--- config.mk ---
export PLATFORM = sky130hd
export DESIGN_NAME = cpu_sequencer
export DESIGN_NICKNAME = d
export VERILOG_FILES = /design/src/rtl/cpu_sequencer.sv
export SDC_FILE = /design/constraint.sdc
export NUM_CORES = 1
export LEC_CHECK = 0
export BUFFER_PORTS_ARGS = -buffer_cell sky130_fd_sc_hd__buf_2
export CAP_MARGIN = 30
export CORE_UTILIZATION = 45
export DETAILED_ROUTE_END_ITERATION = 8
export GPL_TIMING_DRIVEN = 0
export PLACE_DENSITY = 0.82
export SLEW_MARGIN = 25
export SYNTH_ARGS = -nofsm -noshare
export SYNTH_HDL_FRONTEND = slang
export SYNTH_SLANG_ARGS = --single-unit
--- constraint.sdc ---
create_clock -name clk -period 1.57 [get_ports clk]
set_input_delay 0 -clock clk [delete_from_list [all_inputs] [get_ports clk]]
set_output_delay 0 -clock clk [all_outputs]
set_load 0.02 [all_outputs]
--- src/rtl/cpu_sequencer.sv ---
// Control FSM for the 8-bit teaching computer: fetches over a req/ack handshake,
// sequences two-byte instructions and branches, and drives register-file/ALU/output controls.
module cpu_sequencer #(
    parameter logic [7:0]  RESET_PC      = 8'h00,
    parameter int unsigned FETCH_TIMEOUT = 15
) (
    input  logic       clk,
    input  logic       reset,
    output logic       imem_req,
    input  logic       imem_ack,
    output logic [7:0] iaddr,
    input  logic [7:0] instr_in,
    output logic [7:0] instruction,
    output logic [2:0] opcode,
    output logic [1:0] operand_1,
    output logic [1:0] operand_2,
    output logic [1:0] alu_mode,
    input  logic       alu_zero,
    output logic       rf_we,
    output logic       rf_wsel,
    output logic [7:0] imm,
    input  logic [7:0] rf_rdata_a,
    output logic [1:0] oaddr,
    output logic [7:0] oport,
    output logic       oport_valid,
    output logic [2:0] state,
    output logic       halted,
    output logic       fault
);

    localparam int unsigned CNT_W = 8;
    localparam logic [CNT_W-1:0] TIMEOUT_LAST = CNT_W'(FETCH_TIMEOUT - 1);

    typedef enum logic [2:0] {
        S_FETCH     = 3'b000,
        S_DECODE    = 3'b001,
        S_FETCH_IMM = 3'b010,
        S_EXECUTE   = 3'b011,
        S_HALT      = 3'b100
    } state_t;

    state_t            state_q, state_d;
    logic [CNT_W-1:0]  wait_cnt;
    logic              zflag;
    logic              timeout_hit;
    logic              is_alu, is_ldi, is_out, is_jnz, is_halt;

    // Instruction field decode from the latched byte
    assign opcode    = instruction[7:5];
    assign operand_1 = instruction[3:2];
    assign operand_2 = instruction[1:0];
    assign is_alu    = (opcode >= 3'd1) && (opcode <= 3'd4);
    assign is_ldi    = (opcode == 3'd5);
    assign is_out    = (opcode == 3'd6);
    assign is_jnz    = (opcode == 3'd7) && !instruction[4];
    assign is_halt   = (opcode == 3'd7) && instruction[4];

    assign state  = state_q;
    assign halted = (state_q == S_HALT);

    // State register
    always_ff @(posedge clk or negedge reset) begin
        if (!reset) begin
            state_q <= S_FETCH;
        end else begin
            state_q <= state_d;
        end
    end

    // Next-state and per-state controls
    always_comb begin
        state_d     = state_q;
        imem_req    = 1'b0;
        rf_we       = 1'b0;
        rf_wsel     = 1'b0;
        timeout_hit = 1'b0;
        alu_mode    = 2'b00;
        if (is_alu) begin
            alu_mode = 2'(opcode - 3'd1);
        end
        case (state_q)
            S_FETCH, S_FETCH_IMM: begin
                imem_req = 1'b1;
                if (imem_ack) begin
                    state_d = (state_q == S_FETCH) ? S_DECODE : S_EXECUTE;
                end else if (wait_cnt == TIMEOUT_LAST) begin
                    timeout_hit = 1'b1;
                    state_d     = S_HALT;
                end
            end
            S_DECODE: begin
                if (is_ldi || is_jnz) begin
                    state_d = S_FETCH_IMM;
                end else if (is_halt) begin
                    state_d = S_HALT;
                end else begin
                    state_d = S_EXECUTE;
                end
            end
            S_EXECUTE: begin
                state_d = S_FETCH;
                rf_we   = is_alu || is_ldi;
                rf_wsel = is_ldi;
            end
            S_HALT:  state_d = S_HALT;
            default: state_d = S_FETCH;
        endcase
    end

    // Program counter, fetched bytes, flags, timeout counter and output port
    always_ff @(posedge clk or negedge reset) begin
        if (!reset) begin
            iaddr       <= RESET_PC;
            instruction <= 8'h00;
            imm         <= 8'h00;
            zflag       <= 1'b0;
            wait_cnt    <= '0;
            oport       <= 8'h00;
            oaddr       <= 2'b00;
            oport_valid <= 1'b0;
            fault       <= 1'b0;
        end else begin
            oport_valid <= 1'b0;
            if (imem_req && !imem_ack) begin
                wait_cnt <= wait_cnt + CNT_W'(1);
            end else begin
                wait_cnt <= '0;
            end
            if (imem_req && imem_ack) begin
                iaddr <= iaddr + 8'd1;
                if (state_q == S_FETCH) begin
                    instruction <= instr_in;
                end else begin
                    imm <= instr_in;
                end
            end
            if (timeout_hit) begin
                fault <= 1'b1;
            end
            if (state_q == S_EXECUTE) begin
                if (is_alu) begin
                    zflag <= alu_zero;
                end
                if (is_out) begin
                    oport       <= rf_rdata_a;
                    oaddr       <= operand_1;
                    oport_valid <= 1'b1;
                end
                if (is_jnz && !zflag) begin
                    iaddr <= imm;
                end
            end
        end
    end

endmodule

==> results of run 1 <==
==> layout make-up <==
| type | count | area [sq um] | area share, % |
|---|---|---|---|
| flip-flops and latches | 48 | 1210 | 35.6 |
| clock buffers | 7 | 76.3 | 2.25 |
| clock inverters | 1 | 30.0 | 0.884 |
| well taps | 67 | 83.8 | 2.47 |
| multi-input cells | 127 | 1120 | 32.9 |
| inverters | 6 | 22.5 | 0.663 |
| plain buffers | 11 | 97.6 | 2.87 |
| repair buffers | 110 | 759 | 22.4 |
==> worst paths after layout <==
check	startpoint	to	slack [ns]
setup / recovery	instruction[5]	rf_we	-0.12
hold / removal	imem_ack	wait_cnt[0]	0.08
setup reg to reg	state[2]	instruction[3]	-0.10
hold reg to reg	fault	fault	0.47
max in group asynchronous	reset	instruction[7]	0.86
min in group asynchronous	reset	wait_cnt[0]	0.17
==> timing repair <==
action | CTS | global route
pin swaps | 7 | 10
endpoints found under the hold margin | 43 | 0
cloned | 1 | 0
hold buffers | 18 | 0
buffers inserted | 17 | 2
gates resized for setup | 33 | 34
setup endpoints to repair | 35 | 42
==> report_power, final <==
group          total (uW)  leakage (uW)  internal [uW]  switching [uW]
Sequential           2290      0.000583           1760             531
Clock                 878     0.0000524            477             401
Combinational        3780       0.00104           1830            1950
Total                6950       0.00168           4070            2880
==> state kept, by name, summed over array words and instances, names as in the netlist <==
signal       count
iaddr            8
oaddr            2
oport_valid      1
zflag            1
instruction      8
imm              8
wait_cnt         8
oport            8
fault            1
state            3
==> routing by layer <==
metal | GRT usage, % | up-vias
met3 | 5.52 | 5
met2 | 35.8 | 59
li1 | - | 880
met1 | 27.9 | 907
met4 | 7.84 | 0
met5 | 0 | -
==> cells in the mapped netlist (all sizes together) <==
cell type	instances	share of area, %
and2	2	0.56
nand2	11	1.8
nand4	4	1.1
xor2	8	3.1
nor3	2	0.44
or2	1	0.28
and4b	2	0.89
a21oi	9	2.0
and3	3	0.83
nor4	1	0.95
or3b	2	0.78
nand2b	3	0.83
o41ai	1	0.39
buf	11	3.8
nand3b	1	0.33
nor2b	3	0.83
clkbuf	2	0.33
ha	7	3.9
nor2	23	4.2
nor3b	1	0.56
dfrtp	48	53
nand3	6	1.3
a31oi	1	0.28
xnor2	5	1.9
mux2	25	13
or3	1	0.28
a41o	1	0.44
inv	6	1.0
o21ai	4	0.89
==> placed cells by master, fill, tap and decap left out, drive strengths merged, types with 2 or more instances in the layout <==
cell type      n
nor3           2
and3           3
mux2          25
xnor2          5
clkbuf         8
and2           2
a21oi          9
or3b           2
nand2b         3
and4b          2
nand2         11
dlygate4sd3   18
ha             7
nand3          6
o21ai          4
xor2           8
nor2          23
nor2b          3
dfrtp         48
inv            6
buf          102
nand4          4
==> kinds of logic after synthesis <==
logic type               share of synthesized area, %
AO/OA/AOI/OAI                                    4.00
XOR/XNOR                                         5.06
adder cells (fa/ha/maj)                          3.89
buffers and inverters                            5.12
flip-flops                                       53.4
multiplexers                                     12.5
AND/OR/NAND/NOR                                  16.0
==> through the flow <==
stage	total power, uW	TNS (ns)	hold WS [ns]	setup slack [ns]	cells
after detailed placement	5140	-3.77	-0.0202	-0.251	333
after global placement	5060	-3.51	0.210	-0.224	332
final	6950	-1.07	0.0824	-0.125	377
after CTS	6620	-0.596	0.111	-0.121	376
after global routing	7340	-2.01	0.0766	-0.177	377
after floorplan	4180	-2.08	-0.296	-0.169	194
==> tightest hold or removal path, cell delays in order <==
cell    delay [ns]
buf_2         0.12
or3_4         0.18
nor2_1        0.05
==> flow_metrics.py, run 1 <==
metrics = {
    "global_route": {
        "grt_use_total_pct": 21.8,
        "grt_max_degree": 31,
        "grt_pass1_vias": 1772,
        "grt_pass1_wl_um": 8470,
        "overflow": 0,
        "antenna_found_initial": 0,
    },
    "cells_and_area": {
        "area_growth_pct": 51.0,
        "drive_gt1_share_pct": 51.9,
        "diodes": 0,
        "fin_area_sq_mm": 0.00340,
        "final_core_util_pct": 71.4,
        "final_nets": 336,
        "nFillCells": 345,
    },
    "routing": {
        "wl_per_cell_um": 14.9,
        "dr_wl_met2_um": 2890,
        "drc": 0,
        "drtAntennaViolNets": 0,
        "vias": 1851,
        "routed_wl_um": 5620,
        "vias_per_cell": 4.91,
        "routed-wl-met3_um": 255,
        "drtPass1Iterations": 4,
        "drt_iter0_drc": 93,
        "m1WireLength_um": 2410,
        "highest_layer": "met4",
    },
    "critical_path": {
        "critPathKind": "reg2out",
        "crit_top_cell": "buf_6",
        "worstPathArrival_ns": 1.69,
        "critPathTopFamily": "flip-flops",
        "slowest_delay_ns": 0.46,
        "crit_path_end_kind": "output port",
        "worst-path-buf-inv": 2,
        "path_depth": 5,
        "r2r_cells": 5,
        "crit_fanout": 4,
        "cp_slowest_cell": "dfrtp_2",
        "required_ns": 1.57,
        "crit_chain": "buf_6 -> o41ai_4 -> nor2_2 -> or2_4 -> buf_6",
        "start_kind": "register",
    },
    "sta": {
        "max_slew_margin_pct": 69.4,
        "layout_min_cycle_time_ns": 1.69,
        "grt_setup_unrepaired": "yes",
        "fin_ws_ns": -0.125,
        "fmax_mhz": 590,
        "finClkSkew_ns": 0.0121,
        "finalHoldViolations": 0,
        "tightest_slew_ns": 0.459,
        "slew_viol_final": 0,
        "setup_viol": 20,
        "fin_crit_sh_pct": 108,
    },
    "clock_tree": {
        "clk_pin_slew_worst_paths_ns": 0.09,
        "cts_tree": "done",
        "clock_sinks": 48,
        "numCtsBuffers": 5,
        "clock_tree.buffer_depth": 2,
        "root_buffer": "clkbuf_8",
        "htree_levels": 2,
        "worstSkewPairLatency_ns": 0.30,
    },
    "die": {
        "die_h_um": 72.7,
        "ios": 72,
        "die_area_sq_mm": 0.00529,
        "core_sq_mm": 0.00475,
        "fp.dieW_um": 72.7,
        "initial_utilization_pct": 47.3,
        "rows": 25,
    },
    "status": {
        "violations": "setup timing",
        "status": "complete, but fails checks",
    },
    "flow_run": {
        "max_cap_violations": 0,
    },
    "placement": {
        "hpwlAfterDp_um": 3270,
        "io_buffers": 71,
        "gp_congestion": 0.747,
        "place_area_sq_mm": 0.00272,
    },
    "yosys": {
        "netlist_instances": 194,
        "yosys_warnings": 0,
        "ys_seq_area_share_pct": 53.4,
        "avgSynthCellArea_sq_um": 11.6,
        "yosysUniqueCellTypes": 34,
        "syn_nets": 221,
        "syn_area_sq_mm": 0.00225,
        "ys_ff_latch": 48,
    },
    "power_and_ir_drop": {
        "vdd_drop_max_v": 0.00131,
        "power.leakage_uw": 0.00168,
        "p_per_area_mw_per_mm2": 2050,
    },
    "hold_path": {
        "worst_hold_path.num_cells": 3,
        "hp-class": "in2reg",
    },
}
Note: power is estimated with default switching activity, not from simulation.
==> run 2: changes to the inputs <==
Settings changed: CELL_PAD_IN_SITES_DETAIL_PLACEMENT set to 1, CELL_PAD_IN_SITES_GLOBAL_PLACEMENT set to 1, CORE_UTILIZATION 45 to 35.
==> run 2 against run 1 <==
The flow still finishes with violations (setup timing). Clock skew decreased by 0.00083 ns. Hold slack better by 0.027 ns. Via count grew 5.1%. Cell count increased by 4.0%. Sequential power hardly changed. Clock power rose by 5.5%. Critical path depth unchanged. Flip-flop and latch count unchanged.
==> flow_metrics.py, run 2 (synthesis results as in run 1) <==
metrics = {
    "critical_path": {
        "crit_chain": "buf_6 -> o41ai_4 -> nor2_2 -> or2_4 -> buf_6",
        "worst-path-buf-inv": 2,
        "start_kind": "register",
        "worstPathArrival_ns": 1.72,
        "crit_path_end_kind": "output port",
        "cp_slowest_cell": "dfrtp_2",
        "crit_top_cell": "buf_6",
        "critPathTopFamily": "flip-flops",
        "r2r_slack_ns": -0.07,
        "required_ns": 1.57,
        "slowest_delay_ns": 0.46,
        "crit_fanout": 3,
        "critPathKind": "reg2out",
    },
    "global_route": {
        "grt_pass1_vias": 2046,
        "grt_pass1_wl_um": 9940,
        "overflow": 0,
        "antenna_found_initial": 0,
        "grt_max_degree": 49,
        "grt_use_total_pct": 19.8,
    },
    "sta": {
        "slew_viol_final": 0,
        "layout_min_cycle_time_ns": 1.72,
        "max_slew_margin_pct": 57.9,
        "setup_viol": 13,
        "finalHoldViolations": 0,
        "finClkSkew_ns": 0.0113,
        "grt_setup_unrepaired": "yes",
        "fmax_mhz": 582,
        "fin_ws_ns": -0.148,
        "tightest_slew_ns": 0.631,
        "final.setup.tns_ns": -0.773,
        "fin_crit_sh_pct": 109,
    },
    "status": {
        "violations": "setup timing",
        "status": "complete, but fails checks",
    },
    "die": {
        "ios": 72,
        "core_sq_mm": 0.00606,
        "fp.dieW_um": 82.2,
        "initial_utilization_pct": 37.1,
        "rows": 28,
        "die_h_um": 82.2,
        "die_area_sq_mm": 0.00675,
    },
    "placement": {
        "gp_congestion": 0.793,
        "io_buffers": 71,
        "place_ws_ns": -0.275,
        "hpwlAfterDp_um": 3890,
        "place_inst": 340,
    },
    "routing": {
        "drtAntennaViolNets": 0,
        "vias_per_cell": 4.96,
        "vias": 1946,
        "routed_wl_um": 6930,
        "wl_per_cell_um": 17.7,
        "drc": 0,
        "drt_iter0_drc": 87,
        "drtPass1Iterations": 4,
    },
    "clock_tree": {
        "numCtsBuffers": 5,
        "clock_tree.buffer_depth": 2,
        "cts_tree": "done",
        "root_buffer": "clkbuf_8",
        "worstSkewPairLatency_ns": 0.31,
        "clock_sinks": 48,
        "htree_levels": 2,
        "clk_pin_slew_worst_paths_ns": 0.10,
    },
    "power_and_ir_drop": {
        "p_comb_share_pct": 56.2,
        "total_power_uw": 7370,
        "p_per_area_mw_per_mm2": 2130,
        "clkPwrFrac_pct": 12.6,
        "power.leakage_uw": 0.00169,
        "intPower_uw": 4240,
        "p_sw_uw": 3130,
        "switching_share_pct": 42.5,
        "vdd_drop_max_v": 0.00101,
        "sequentialPowerShare_pct": 31.2,
    },
    "cells_and_area": {
        "drive_gt1_share_pct": 52.1,
        "area_growth_pct": 53.6,
        "final_core_util_pct": 57.0,
        "final_nets": 343,
        "mostFrequentLayoutCells": "buf_2 (68), dfrtp_1 (42), buf_4 (27), nor2_1 (19), dlygate4sd3_1 (18)",
        "final_common_cell": "buf_2",
        "nFillCells": 662,
        "finalNonFillerCells": 392,
        "diodes": 0,
    },
    "hold_path": {
        "hp-class": "in2reg",
    },
    "flow_run": {
        "max_cap_violations": 0,
    },
}
[run 2: path summary, 6_finish.rpt]
path / from / end / depth (start not counted)
setup / recovery: instruction[6] / rf_we / 5
max in group asynchronous: reset / instruction[5] / 2
min in group asynchronous: reset / instruction[6] / 2
setup reg to reg: state[2] / instruction[4] / 4
hold / removal: imem_ack / state[1] / 4
hold reg to reg: fault / fault / 1
[run 2: timing repair]
item	in CTS	in global routing
hold endpoints to repair	73	0
gates cloned	0	1
setup endpoints to repair	38	38
hold buffers	18	0
resized for setup	28	38
pin swaps	7	14
setup buffers	16	12
[run 2: power by group through the flow]
stage          combinational (uW)  clock, uW  sequential (uW)
2_1_floorplan                1400          0             2770
3_3_place_gp                 2850          0             2240
3_5_place_dp                 2950          0             2280
4_1_cts                      3510        925             2270
5_1_grt                      4420        994             2380
6_report                     4140        926             2300
[run 2: layout make-up]
class / count / area [sq um] / share of cell area (%)
plain buffers: 10 / 72.6 / 2.10
clock buffers: 5 / 68.8 / 1.99
clock inverters: 3 / 42.5 / 1.23
inverters: 6 / 25.0 / 0.724
multi-input cells: 127 / 1110 / 32.2
flip-flops and latches: 48 / 1210 / 35.0
well taps: 75 / 93.8 / 2.72
repair buffers: 118 / 830 / 24.0
[run 2: metrics by stage]
step	hold WS, ns	area, sq um
floorplan	-0.296	2260
global placement	0.209	2710
detailed placement	0.0610	2720
CTS	0.120	3230
global route	0.115	3450
finish	0.110	3450
[run 2: worst min-delay path, stage by stage]
cell	delay, ns
buf_2	0.13
inv_1	0.05
a41o_1	0.17
a21oi_2	0.05
[run 2: routing by layer]
metal,wire length (um),global-route usage [%]
met3,285,4.62
met5,0,0
met1,2860,24.8
met4,65,4.91
met2,3720,34.1
